## config.mk

```make
export PLATFORM = sky130hd
export DESIGN_NAME = pll_clkdiv
export DESIGN_NICKNAME = d
export VERILOG_FILES = /design/src/rtl/pll_clkdiv.sv
export SDC_FILE = /design/constraint.sdc
export NUM_CORES = 1
export LEC_CHECK = 0
export CORE_MARGIN = 5
export CORE_UTILIZATION = 49
export DETAILED_ROUTE_END_ITERATION = 7
export PLACE_DENSITY = 0.71
export SLEW_MARGIN = 15
export SYNTH_ARGS = -nofsm -noshare
export SYNTH_HDL_FRONTEND = slang
export SYNTH_SLANG_ARGS = --single-unit
```

## constraint.sdc

```tcl
create_clock -name clkin1 -period 1.75 [get_ports clkin1]
set_clock_uncertainty 0.2 [all_clocks]
set_input_delay 0.4375 -clock clkin1 [delete_from_list [all_inputs] [get_ports clkin1]]
set_output_delay 0.4375 -clock clkin1 [all_outputs]
set_load 0.1 [all_outputs]
```

## src/rtl/pll_clkdiv.sv

```systemverilog
// pll_clkdiv: synthesizable PLL stand-in producing three divided clocks of clkin1 plus a sticky lock flag.
// Optional `PLL_CLKOUT_GATE_EN adds per-output gate inputs applied on period boundaries.

module pll_clkdiv_chan #(
  parameter int DIV   = 2,
  parameter int HIGH  = 1,
  parameter int PHASE = 0
) (
  input  logic clkin1,
  input  logic rst_n,
  input  logic lock_q,
  input  logic lock_d,
  input  logic gate,
  output logic clkout
);

  localparam int CW      = $clog2(DIV);
  localparam int HIGH_C  = (HIGH < 1) ? 1 : ((HIGH > DIV - 1) ? DIV - 1 : HIGH);
  localparam int PHASE_M = PHASE % DIV;
  localparam int INIT    = (DIV - PHASE_M) % DIV;

  localparam logic [CW-1:0] INIT_V = CW'(INIT);
  localparam logic [CW-1:0] LAST_V = CW'(DIV - 1);
  localparam logic [CW-1:0] HIGH_V = CW'(HIGH_C);

  logic [CW-1:0] cnt_q, cnt_d;
  logic          out_q, out_d;
  logic          gated_q, gated_d;

  // Counter parks at its phase-offset start value until lock, so the lock edge itself is count INIT.
  always_comb begin
    cnt_d   = INIT_V;
    gated_d = gated_q;
    if (lock_q) begin
      cnt_d = (cnt_q == LAST_V) ? '0 : cnt_q + 1'b1;
    end
    if (lock_d && (cnt_d == '0)) begin
      gated_d = gate;
    end
    out_d = lock_d & ~gated_d & (cnt_d < HIGH_V);
  end

  always_ff @(posedge clkin1 or negedge rst_n) begin
    if (!rst_n) begin
      cnt_q   <= '0;
      out_q   <= 1'b0;
      gated_q <= 1'b0;
    end else begin
      cnt_q   <= cnt_d;
      out_q   <= out_d;
      gated_q <= gated_d;
    end
  end

  assign clkout = out_q;

endmodule

module pll_clkdiv #(
  parameter int LOCK_CYCLES = 64,
  parameter int DIV0        = 2,
  parameter int DIV1        = 4,
  parameter int DIV2        = 8,
  parameter int HIGH0       = 1,
  parameter int HIGH1       = 2,
  parameter int HIGH2       = 4,
  parameter int PHASE0      = 0,
  parameter int PHASE1      = 0,
  parameter int PHASE2      = 0
) (
  input  logic clkin1,
  input  logic rst_n,
`ifdef PLL_CLKOUT_GATE_EN
  input  logic clkout0_gate,
  input  logic clkout1_gate,
  input  logic clkout2_gate,
`endif
  output logic clkout0,
  output logic clkout1,
  output logic clkout2,
  output logic pll_lock
);

  localparam int LW = $clog2(LOCK_CYCLES + 1);
  localparam logic [LW-1:0] LOCK_V = LW'(LOCK_CYCLES);

  logic [LW-1:0] lock_cnt_q, lock_cnt_d;
  logic          lock_q, lock_d;
  logic [2:0]    gate;

`ifdef PLL_CLKOUT_GATE_EN
  assign gate = {clkout2_gate, clkout1_gate, clkout0_gate};
`else
  assign gate = 3'b000;
`endif

  // Lock rises on the edge the saturating counter reaches LOCK_CYCLES and stays up until reset.
  always_comb begin
    lock_cnt_d = lock_cnt_q;
    if (lock_cnt_q < LOCK_V) begin
      lock_cnt_d = lock_cnt_q + 1'b1;
    end
    lock_d = lock_q | (lock_cnt_d == LOCK_V);
  end

  always_ff @(posedge clkin1 or negedge rst_n) begin
    if (!rst_n) begin
      lock_cnt_q <= '0;
      lock_q     <= 1'b0;
    end else begin
      lock_cnt_q <= lock_cnt_d;
      lock_q     <= lock_d;
    end
  end

  assign pll_lock = lock_q;

  pll_clkdiv_chan #(.DIV(DIV0), .HIGH(HIGH0), .PHASE(PHASE0)) u_chan0 (
    .clkin1(clkin1), .rst_n(rst_n), .lock_q(lock_q), .lock_d(lock_d),
    .gate(gate[0]), .clkout(clkout0)
  );

  pll_clkdiv_chan #(.DIV(DIV1), .HIGH(HIGH1), .PHASE(PHASE1)) u_chan1 (
    .clkin1(clkin1), .rst_n(rst_n), .lock_q(lock_q), .lock_d(lock_d),
    .gate(gate[1]), .clkout(clkout1)
  );

  pll_clkdiv_chan #(.DIV(DIV2), .HIGH(HIGH2), .PHASE(PHASE2)) u_chan2 (
    .clkin1(clkin1), .rst_n(rst_n), .lock_q(lock_q), .lock_d(lock_d),
    .gate(gate[2]), .clkout(clkout2)
  );

endmodule

```

==> results.toml <==
[run_status]
outcome = "finished with violations"
violations = "negative setup slack"

[power_and_ir_drop]
max-vdd-ir-drop_mv = 0.495
leakagePower_uw = 0.000537
power_density_nw_per_um2 = 572
finalPower_uw = 683

[routing]
vias_per_cell = 5.01
antenna_left = 0
drc_errors = 0
routed_wl_mm = 1.64
vias = 581
drt_iter0_drc = 13
wl_per_cell_um = 14.1
first_pass_iters = 4

[die]
die_x_um = 52.1
fp.dieH_um = 52.1
dieArea_sq_um = 2710
start_util_pct = 50.8
rows = 15
core_sq_um = 1710
io_pins = 6

[sta]
tns_ns = -0.495
fin_hold_ws_ns = 0.241
rsz0062_at_grt = "true"
min_period_over_period_pct = 106
worstMarginPinSlew_ns = 0.361
hold_violations = 0
fin_ws_ns = -0.110
drv_slew = 0
setup_viol = 6
relSlewSlack_pct = 75.9
fmax_ghz = 0.538
post-route-min-period_ns = 1.86

[global_routing]
gr-total-overflow = 0
grt_pass1_wl_mm = 2.72
met3_usage_pct = 2.87
grt_busiest_layer = "met2"
grt_util_met2_pct = 21.1
use_met1_pct = 18.6
grt_pass1_vias = 602
grt_usage_pct = 13.3
antenna_found_initial = 0
grt_max_degree = 20

[critical_path]
critPathMaxFanout = 4
worstPathCellList = "ha_4, nor3b_4, a21oi_2, a2111oi_4, nor3b_1"
cp_data_required_time_ns = 1.73
crit_arrival_ns = 1.84
max_stage_delay_ns = 0.46
critPathSlowestCell = "dfrtp_1"
path_class = "reg2reg"
cp_num_buf_inv = 0
start_kind = "register"
cp_top_family = "compound AO/OA/AOI/OAI gates"
end_kind = "register"

[yosys]
ys_types = 30
syn_area_sq_um = 867
synth_area_leaders = "dfrtp_1 55%, ha_1 5.8%, xnor2_1 5.1%, a2111oi_4 3.2%, nor3b_1 2.6%"
synth_largest_area_cell = "dfrtp_1"
yosys.area.top_type_share_pct = 54.8
syn_inst = 69
synth-seq-cells = 19
yosysSeqAreaShare_pct = 54.8
synth_fp_nets = 75
yosys_warnings = 0
syn_avg_cell_area_sq_um = 12.6

[run]
cap_violations = 0

[placement]
place_ws_ns = -0.127
dp_cells = 107
portBuffers = 5
gp_congestion = 0.771
place_hpwl_um = 998

[cells_and_area]
regMostFlops = "lock_cnt_q"
drive_gt1_share_pct = 40.7
largest_register_ffs = 7
stdcell_count = 116
diodes = 0
reg.largest.list = "lock_cnt_q: 7 flops, u_chan2.cnt_q: 3 flops, u_chan1.cnt_q: 2 flops"
fill_cells = 118
area_growth_pct = 37.5
final_nets = 98

[clock_network]
cts.sinks = 19
cts_tree = "built"
cts_buffers = 3
cts_max_level = 1
clk_latency_ns = 0.30
cts_root_buffer = "clkbuf_4"
hold_buffers = 0
clock_path_buffers = 2
clkSlewWorstSetupHoldPaths_ns = 0.12

[worst_hold_path]
hold_path_class = "reg2reg"
## final timing paths
path	slack, ns	end	cells past startpoint	startpoint
worst max register to register	-0.11	u_chan2.gated_q$_DFF_PN0_	5	lock_cnt_q[1]$_DFF_PN0_
max in group asynchronous	0.88	pll_lock$_DFF_PN0_	2	rst_n
min in group asynchronous	0.25	lock_cnt_q[2]$_DFF_PN0_	2	rst_n
worst min-delay path	0.24	u_chan0.cnt_q$_DFF_PN0_	1	u_chan0.cnt_q$_DFF_PN0_
worst min register to register	0.24	u_chan0.cnt_q$_DFF_PN0_	1	u_chan0.cnt_q$_DFF_PN0_
worst max-delay path	-0.11	u_chan2.gated_q$_DFF_PN0_	5	lock_cnt_q[1]$_DFF_PN0_
## worst reg2reg max path: cells and delay by family (launching register included)
kind            cells  cell delay, ns
simple gates        2            0.29
fa+ha+maj           1            0.27
flops               1            0.46
compound gates      2            0.52
## layer usage
layer,part of all wire [%],wire length [um]
met1,46,757
met2,47,778
met3,2.9,48
met4,3.3,54
met5,0,0
## where the power goes
part / switching (uW) / internal [uW] / total (uW)
registers: 0 / 439 / 439
clock network: 147 / 85.0 / 232
logic: 8.20 / 3.43 / 11.6
total: 155 / 527 / 683
## kinds of logic (layout without fill, tap and decap cells)
family                     count (synthesis)  after routing  share of synthesized area [%]
and+or+nand+nor                           25             25                           19.2
DFF                                       19             19                           54.8
AOI/OAI and AO/OA                         10             10                           10.4
xor gates and xnor gates                   7              7                           7.07
adders and majority gates                  4              4                           5.77
buffers and inverters                      3             25                           1.44
muxes                                      1              1                           1.30
## layout make-up
type / count / area (sq um) / area share, %
repair buffers: 20 / 206 / 17.3
flip-flops and latches: 19 / 478 / 40.1
inverters: 1 / 3.75 / 0.315
clock inverters: 1 / 5.00 / 0.420
well taps: 25 / 31.3 / 2.62
multi-input cells: 47 / 445 / 37.4
clock buffers: 3 / 22.5 / 1.89
## repair_timing
action                     CTS  global route
resized for setup            5             6
cloned                       0             0
pin swaps                    4             2
buffers inserted             5             0
setup endpoints to repair    6             6
## synthesized netlist by cell type
library cell / count
xnor2_1: 5
a2111oi_4: 1
o21ai_0: 2
a21o_2: 1
nand2_1: 2
and2_1: 3
nor2b_1: 1
xor2_1: 2
mux2_2: 1
nand3b_1: 1
nor2_1: 3
nand4b_1: 1
buf_2: 1
or2_2: 1
nor4b_1: 2
dfrtp_1: 19
o211a_1: 1
ha_1: 4
nand2b_1: 3
nand3_1: 2
inv_1: 1
clkbuf_1: 1
or3_4: 1
nor3b_1: 3
o31a_1: 1
o21bai_1: 1
or2_1: 1
and4b_4: 1
a211oi_1: 1
a21oi_1: 2
## placed cells by master, fill, tap and decap left out, types with 2 or more instances in the layout
cell,Yosys,final
buf_12,0,4
nand2b_1,3,3
nor2_1,3,3
ha_1,4,3
xor2_1,2,2
clkbuf_4,0,3
nand2_1,2,2
dfrtp_1,19,17
xnor2_1,5,4
nor3b_1,3,2
o21ai_0,2,2
dfrtp_2,0,2
nand3_1,2,2
and2_1,3,3
buf_4,0,14
## metrics by stage
| step | instance area, sq um | util, % |
|---|---|---|
| after detailed placement | 1060 | 62.0 |
| after floorplan | 871 | - |
| after CTS | 1150 | 67.3 |
| after global routing | 1190 | 69.8 |
| final | 1190 | 69.8 |
| after global placement | 1060 | 62.0 |
Note: power is estimated with default switching activity, not from simulation.
